--- src/rtl/alu_dec_encoder_if.sv ---
// Request/response handshake bundle between a test driver and alu_dec_encoder.
interface alu_dec_encoder_if;
  logic       req_valid;
  logic       req_ready;
  logic [2:0] req_op;
  logic [1:0] req_mode;
  logic       req_alt;
  logic       rsp_valid;
  logic       rsp_ready;
  logic       rsp_pass;
  logic       rsp_illegal;
  logic [2:0] rsp_observed;

  modport master (
    output req_valid, req_op, req_mode, req_alt, rsp_ready,
    input  req_ready, rsp_valid, rsp_pass, rsp_illegal, rsp_observed
  );

  modport slave (
    input  req_valid, req_op, req_mode, req_alt, rsp_ready,
    output req_ready, rsp_valid, rsp_pass, rsp_illegal, rsp_observed
  );
endinterface

--- src/rtl/alu_dec_encoder.sv ---
// Encodes a requested ALUControl value into ALU-decoder input fields, holds them for a
// settle window, samples the decoder result and reports pass/fail with saturating counters.
module alu_dec_encoder #(
  parameter int unsigned SETTLE_CYCLES = 1,
  parameter int unsigned CNT_W         = 16
) (
  input  logic             clk,
  input  logic             rst_n,
  alu_dec_encoder_if.slave bus,
  output logic             opb5,
  output logic [2:0]       funct3,
  output logic             funct7b5,
  output logic [1:0]       ALUOp,
  input  logic [2:0]       ALUControl,
  input  logic             clear_cnt,
  output logic [CNT_W-1:0] pass_cnt,
  output logic [CNT_W-1:0] fail_cnt
);

  typedef enum logic [1:0] {StIdle, StDrive, StResp} state_e;

  state_e           r_state, w_state_d;
  logic [3:0]       r_settle;
  logic [2:0]       r_op;
  logic [1:0]       r_aluop;
  logic [2:0]       r_f3;
  logic             r_f7b5, r_opb5;
  logic             r_pass, r_illegal;
  logic [2:0]       r_observed;
  logic [CNT_W-1:0] r_pass_cnt, r_fail_cnt;

  logic       w_legal, w_op_ok, w_f7b5, w_opb5;
  logic [1:0] w_aluop;
  logic [2:0] w_f3_rtype, w_f3;
  logic       w_accept, w_capture, w_match;

  // Map the requested operation and encoding form onto decoder fields and legality.
  always_comb begin
    w_op_ok    = 1'b1;
    w_f3_rtype = 3'b000;
    w_legal    = 1'b1;
    w_aluop    = 2'b00;
    w_f3       = 3'b000;
    w_f7b5     = 1'b0;
    w_opb5     = 1'b0;
    case (bus.req_op)
      3'b000:  w_f3_rtype = 3'b000;
      3'b001:  w_f3_rtype = 3'b000;
      3'b010:  w_f3_rtype = 3'b111;
      3'b011:  w_f3_rtype = 3'b110;
      3'b101:  w_f3_rtype = 3'b010;
      default: w_op_ok    = 1'b0;
    endcase
    case (bus.req_mode)
      2'b00: begin
        if (bus.req_op == 3'b000)      w_aluop = 2'b00;
        else if (bus.req_op == 3'b001) w_aluop = 2'b01;
        else                           w_legal = 1'b0;
      end
      2'b01: begin
        w_aluop = 2'b10;
        w_opb5  = 1'b1;
        w_f3    = w_f3_rtype;
        w_f7b5  = (bus.req_op == 3'b001);
      end
      2'b10: begin
        // No I-type subtract exists; the immediate bit only matters for add.
        w_aluop = 2'b10;
        w_f3    = w_f3_rtype;
        w_f7b5  = (bus.req_op == 3'b000) & bus.req_alt;
        if (bus.req_op == 3'b001) w_legal = 1'b0;
      end
      default: w_legal = 1'b0;
    endcase
    w_legal = w_legal & w_op_ok;
  end

  assign w_accept  = (r_state == StIdle) && bus.req_valid;
  assign w_capture = (r_state == StDrive) && (r_settle == 4'd1);
  assign w_match   = (ALUControl == r_op);

  // Next-state selection and handshake/decoder outputs.
  always_comb begin
    w_state_d = r_state;
    unique case (r_state)
      StIdle:  if (bus.req_valid) w_state_d = w_legal ? StDrive : StResp;
      StDrive: if (r_settle == 4'd1) w_state_d = StResp;
      StResp:  if (bus.rsp_ready) w_state_d = StIdle;
      default: w_state_d = StIdle;
    endcase
    bus.req_ready    = (r_state == StIdle);
    bus.rsp_valid    = (r_state == StResp);
    bus.rsp_pass     = r_pass;
    bus.rsp_illegal  = r_illegal;
    bus.rsp_observed = r_observed;
    ALUOp    = 2'b00;
    funct3   = 3'b000;
    funct7b5 = 1'b0;
    opb5     = 1'b0;
    if (r_state == StDrive) begin
      ALUOp    = r_aluop;
      funct3   = r_f3;
      funct7b5 = r_f7b5;
      opb5     = r_opb5;
    end
  end

  // State register.
  always_ff @(posedge clk or negedge rst_n) begin
    if (!rst_n) r_state <= StIdle;
    else        r_state <= w_state_d;
  end

  // Transaction fields, settle countdown and response registers.
  always_ff @(posedge clk or negedge rst_n) begin
    if (!rst_n) begin
      r_settle   <= 4'd0;
      r_op       <= 3'b000;
      r_aluop    <= 2'b00;
      r_f3       <= 3'b000;
      r_f7b5     <= 1'b0;
      r_opb5     <= 1'b0;
      r_pass     <= 1'b0;
      r_illegal  <= 1'b0;
      r_observed <= 3'b000;
    end else if (w_accept) begin
      if (w_legal) begin
        r_settle <= 4'(SETTLE_CYCLES);
        r_op     <= bus.req_op;
        r_aluop  <= w_aluop;
        r_f3     <= w_f3;
        r_f7b5   <= w_f7b5;
        r_opb5   <= w_opb5;
      end else begin
        r_illegal  <= 1'b1;
        r_pass     <= 1'b0;
        r_observed <= 3'b000;
      end
    end else if (r_state == StDrive) begin
      if (w_capture) begin
        r_observed <= ALUControl;
        r_pass     <= w_match;
        r_illegal  <= 1'b0;
      end else begin
        r_settle <= r_settle - 4'd1;
      end
    end else if ((r_state == StResp) && bus.rsp_ready) begin
      r_pass     <= 1'b0;
      r_illegal  <= 1'b0;
      r_observed <= 3'b000;
    end
  end

  // Saturating result counters; a clear in the capture cycle takes priority.
  always_ff @(posedge clk or negedge rst_n) begin
    if (!rst_n) begin
      r_pass_cnt <= '0;
      r_fail_cnt <= '0;
    end else if (clear_cnt) begin
      r_pass_cnt <= '0;
      r_fail_cnt <= '0;
    end else if (w_capture) begin
      if (w_match && !(&r_pass_cnt))  r_pass_cnt <= r_pass_cnt + CNT_W'(1);
      if (!w_match && !(&r_fail_cnt)) r_fail_cnt <= r_fail_cnt + CNT_W'(1);
    end
  end

  assign pass_cnt = r_pass_cnt;
  assign fail_cnt = r_fail_cnt;

endmodule

--- src/flat_wrapper.sv ---
// flat-port wrapper written by rule: the top's interface ports become plain ports
module alu_dec_encoder_flat 
#(
  parameter int unsigned SETTLE_CYCLES = 1,
  parameter int unsigned CNT_W         = 16
)
  (clk, rst_n, opb5, funct3, funct7b5, ALUOp, ALUControl, clear_cnt, pass_cnt, fail_cnt, bus_req_valid, bus_req_op, bus_req_mode, bus_req_alt, bus_rsp_ready, bus_req_ready, bus_rsp_valid, bus_rsp_pass, bus_rsp_illegal, bus_rsp_observed);
  alu_dec_encoder_if bus_i ();
  input  logic clk;
  input  logic rst_n;
  output logic opb5;
  output logic [2:0] funct3;
  output logic funct7b5;
  output logic [1:0] ALUOp;
  input  logic [2:0] ALUControl;
  input  logic clear_cnt;
  output logic [CNT_W-1:0] pass_cnt;
  output logic [CNT_W-1:0] fail_cnt;
  input wire logic [$bits(bus_i.req_valid)-1:0] bus_req_valid;
  input wire logic [$bits(bus_i.req_op)-1:0] bus_req_op;
  input wire logic [$bits(bus_i.req_mode)-1:0] bus_req_mode;
  input wire logic [$bits(bus_i.req_alt)-1:0] bus_req_alt;
  input wire logic [$bits(bus_i.rsp_ready)-1:0] bus_rsp_ready;
  output wire logic [$bits(bus_i.req_ready)-1:0] bus_req_ready;
  output wire logic [$bits(bus_i.rsp_valid)-1:0] bus_rsp_valid;
  output wire logic [$bits(bus_i.rsp_pass)-1:0] bus_rsp_pass;
  output wire logic [$bits(bus_i.rsp_illegal)-1:0] bus_rsp_illegal;
  output wire logic [$bits(bus_i.rsp_observed)-1:0] bus_rsp_observed;
  assign bus_i.req_valid = bus_req_valid;
  assign bus_i.req_op = bus_req_op;
  assign bus_i.req_mode = bus_req_mode;
  assign bus_i.req_alt = bus_req_alt;
  assign bus_i.rsp_ready = bus_rsp_ready;
  assign bus_req_ready = bus_i.req_ready;
  assign bus_rsp_valid = bus_i.rsp_valid;
  assign bus_rsp_pass = bus_i.rsp_pass;
  assign bus_rsp_illegal = bus_i.rsp_illegal;
  assign bus_rsp_observed = bus_i.rsp_observed;
  alu_dec_encoder #(.SETTLE_CYCLES(SETTLE_CYCLES), .CNT_W(CNT_W)) u_core (.clk(clk), .rst_n(rst_n), .bus(bus_i), .opb5(opb5), .funct3(funct3), .funct7b5(funct7b5), .ALUOp(ALUOp), .ALUControl(ALUControl), .clear_cnt(clear_cnt), .pass_cnt(pass_cnt), .fail_cnt(fail_cnt));
endmodule
--- config.mk ---
export PLATFORM = sky130hd
export DESIGN_NAME = alu_dec_encoder_flat
export DESIGN_NICKNAME = d
export VERILOG_FILES = /design/src/rtl/alu_dec_encoder_if.sv /design/src/rtl/alu_dec_encoder.sv /design/src/flat_wrapper.sv
export SDC_FILE = /design/constraint.sdc
export NUM_CORES = 1
export LEC_CHECK = 0
export ABC_AREA = 0
export BUFFER_PORTS_ARGS = -buffer_cell sky130_fd_sc_hd__buf_4
export CAP_MARGIN = 25
export CORE_ASPECT_RATIO = 1.25
export CORE_MARGIN = 10
export CORE_UTILIZATION = 40
export CTS_CLUSTER_SIZE = 40
export DETAILED_ROUTE_END_ITERATION = 7
export PLACE_DENSITY = 0.65
export SYNTH_ARGS = -nofsm -noshare
export SYNTH_HDL_FRONTEND = slang
export SYNTH_SLANG_ARGS = --single-unit
--- constraint.sdc ---
create_clock -name clk -period 6.05 [get_ports clk]
set_input_delay 1.21 -clock clk [delete_from_list [all_inputs] [get_ports clk]]
set_output_delay 1.21 -clock clk [all_outputs]
set_load 0.05 [all_outputs]
==> results.ini <==
[worst_hold_path]
whs_path_depth = 2
hold_class = flip-flop to flip-flop
worst_hold_startpoint = u_core.r_aluop[1]
min_delay_worst_endpoint = u_core.r_aluop[1]

[cts]
postCtsHoldBufs = 0
clk_pin_slew_ps = 100
post_cts_resize_count = 0
cts_made_buffers = 5
cts_buffer_depth = 2
clk_root_buffer_cell = sky130_fd_sc_hd__clkbuf_8
worstSkewPairLatency_ps = 310
cts_tree = yes
post_cts.repair.setup_buffers = 0
htree_levels = 2
cts_num_sinks = 53

[yosys]
yosysWarnings = 0
syn_inst = 310
synth_edf_count = 0
synth.ff_latch_count = 53
synth_async_sr_flop_share_pct = 100
synth_area_sq_um = 2880
synth.lib_cells_used.distinct = 39
ys.flop_type = sky130_fd_sc_hd__dfrtp_1
synthesis.nets = 332
synth_sequential_area_ratio_pct = 46.1
synthesis.area_per_instance_sq_um = 9.29

[place]
dp_hpwl_um = 5070
globalplace.congestion = 0.791
placement.setup.worst_slack_ps = 2870
numPortBuffers = 59
place_area_sq_um = 3400

[worst_setup_path]
number_of_cell_instances_on_the_worst_register_to_register_path = 5
crit_path_start_kind = flip-flop
setup.worst_path.end_class = output pin
worst_setup_path_type = flip-flop to output pin
data_arrival_at_the_endpoint_of_the_critical_path_ps = 1790
rr_endpoint = u_core.pass_cnt[7]
worst_ep_required_time_ps = 4840
critical_path.reg2reg.startpoint = u_core.r_state[0]
r2r_setup_slack_ps = 3390
crit_path_max_fanout = 11

[global_route]
globalRouteTotalUtil_pct = 12.7
grt_start_max_net_pins = 54
gr-total-overflow = 0
grt_pass1_wl_um = 11600
first_global_vias = 2497
grt_antenna_before_repair = 0

[die]
placementRows = 34
die_width_um = 95.9
core_area_sq_um = 6980
die_span_in_y_um = 115
die_area_sq_um = 11000
initial_core_utilization_pct = 41.3
io-pin-count = 60

[timing]
max_slew_margin_pct = 45.0
timing.final.hold_violations = 0
rsz0062_at_grt = false
final.setup_skew_ps = 4.92
drv_slew = 0
max_slew.worst_pin.slew_ps = 819
post-route-worst-setup-slack_ps = 3050
min_period_ps = 3000
final_cycle_share_pct = 49.7
setup_viol_count_final = 0
max_clock_freq_mhz = 333
timing.setup.tns_ps = 0

[routing]
vias = 2461
drcViolationCount = 0
drt-total-wl_um = 6790
antenna_left = 0
firstDrtPassIters = 4
wl_per_cell_um = 14.8
route.detailed.vias_per_inst = 5.37
drt_iter0_drc = 131

[outcome]
outcome = complete, no violations

[power_and_ir_drop]
report.power.total_w = 0.000961
total_leakage_power_nw = 1.55
vdd_drop_max_v = 0.000222
power.density_nw_per_um2 = 274

[final_layout]
antenna-diode-count = 0
utilization_pct = 50.3
drive_gt1_share_pct = 21.2
areaGrowthSynthToFinish_pct = 22.0
final_area_sq_um = 3510
num-nets-final = 389

[flow_run]
cap_viol_max_count = 0

==> cell families after synthesis <==
kind of cell	Yosys count	share of synthesized area, %
AND/OR/NAND/NOR	163	29.6
flip-flops	53	46.1
AO/OA/AOI/OAI	33	7.52
XOR/XNOR	28	8.52
buffers and inverters	20	2.87
adder cells (fa/ha/maj)	8	3.48
multiplexers	5	1.91
==> metal layers <==
layer  wire, um  share of wire (%)  vias to the layer above  track usage, %
li1           -                  -                     1214               -
met1       2950                 43                     1188            15.5
met2       3360                 49                       50            21.4
met3        376                5.5                        9            3.26
met4        106                1.6                        0            3.84
met5          0                  0                        -               0
==> worst max-delay path, cell delays in order (launching register included) <==
cell	delay [ps]
sky130_fd_sc_hd__dfrtp_1	450
sky130_fd_sc_hd__nor2b_1	600
sky130_fd_sc_hd__and2_1	230
sky130_fd_sc_hd__buf_4	200
==> power breakdown <==
| group | internal, W | switching [W] | leakage [nW] | total, W |
|---|---|---|---|---|
| Clock | 0.000124 | 0.000126 | 0.0543 | 0.000250 |
| Sequential | 0.000401 | 0.0000383 | 0.723 | 0.000439 |
| Combinational | 0.0000926 | 0.000179 | 0.771 | 0.000272 |
| Total | 0.000617 | 0.000343 | 1.55 | 0.000961 |
==> flip-flops by register name (all words and copies together) (netlist names), 2 cells and up <==
register and cells:
u_core.r_aluop 2, u_core.r_f3 3, u_core.r_settle 4, u_core.r_state 2, u_core.fail_cnt 16, u_core.bus.rsp_observed 3, u_core.r_op 3, u_core.pass_cnt 16
==> placed cells by master, fill, tap and decap left out, types with 6 or more instances in the layout <==
cell                       n
sky130_fd_sc_hd__and4_1    6
sky130_fd_sc_hd__nor2_1   36
sky130_fd_sc_hd__nand4_1   9
sky130_fd_sc_hd__nor3_1    7
sky130_fd_sc_hd__ha_1      8
sky130_fd_sc_hd__nor2b_1   6
sky130_fd_sc_hd__buf_4    60
sky130_fd_sc_hd__nand3_1  21
sky130_fd_sc_hd__o21ai_0  10
sky130_fd_sc_hd__and2_1    7
sky130_fd_sc_hd__inv_1    10
sky130_fd_sc_hd__xnor2_1  21
sky130_fd_sc_hd__a21oi_1   8
sky130_fd_sc_hd__nor4_1   16
sky130_fd_sc_hd__nand2_1  36
sky130_fd_sc_hd__dfrtp_1  53
sky130_fd_sc_hd__xor2_1    7
==> how the worst max path moves through the flow <==
stage	from	to	slack [ps]
final	u_core.r_state[0]	funct7b5	3050
after floorplan	ALUControl[0]	u_core.pass_cnt[7]	3120
after detailed placement	ALUControl[0]	u_core.pass_cnt[7]	2870
after CTS	u_core.r_state[0]	funct7b5	3000
after global routing	u_core.r_state[0]	funct7b5	2900
after global placement	ALUControl[0]	u_core.pass_cnt[7]	2900
==> per-stage QoR <==
| stage | hold slack, ps | cells |
|---|---|---|
| 2_1_floorplan | 435 | 310 |
| 3_3_place_gp | 460 | 450 |
| 3_5_place_dp | 468 | 450 |
| 4_1_cts | 494 | 458 |
| 5_1_grt | 513 | 458 |
| 6_report | 487 | 458 |
==> area by class of cell <==
class / instances / area (sq um)
clock buffers: 5 / 68.8
clock inverters: 3 / 46.3
fillers: 674 / 3460
inverters: 10 / 37.5
multi-input cells: 237 / 1470
flip-flops and latches: 53 / 1330
well taps: 90 / 113
repair buffers: 60 / 450
==> synth_stat cells (6+ instances only) <==
| cell type | number | area (sq um) |
|---|---|---|
| sky130_fd_sc_hd__dfrtp_1 | 53 | 1330 |
| sky130_fd_sc_hd__nand2_1 | 36 | 135 |
| sky130_fd_sc_hd__nor2_1 | 36 | 135 |
| sky130_fd_sc_hd__nand3_1 | 21 | 105 |
| sky130_fd_sc_hd__xnor2_1 | 21 | 184 |
| sky130_fd_sc_hd__nor4_1 | 16 | 100 |
| sky130_fd_sc_hd__inv_1 | 10 | 37.5 |
| sky130_fd_sc_hd__o21ai_0 | 10 | 50.1 |
| sky130_fd_sc_hd__clkbuf_1 | 9 | 33.8 |
| sky130_fd_sc_hd__nand4_1 | 9 | 56.3 |
| sky130_fd_sc_hd__a21oi_1 | 8 | 40.0 |
| sky130_fd_sc_hd__ha_1 | 8 | 100 |
| sky130_fd_sc_hd__and2_1 | 7 | 43.8 |
| sky130_fd_sc_hd__nor3_1 | 7 | 35.0 |
| sky130_fd_sc_hd__xor2_1 | 7 | 61.3 |
| sky130_fd_sc_hd__and4_1 | 6 | 52.6 |
| sky130_fd_sc_hd__nor2b_1 | 6 | 37.5 |
No activity file was read; power rests on OpenSTA's default activity.
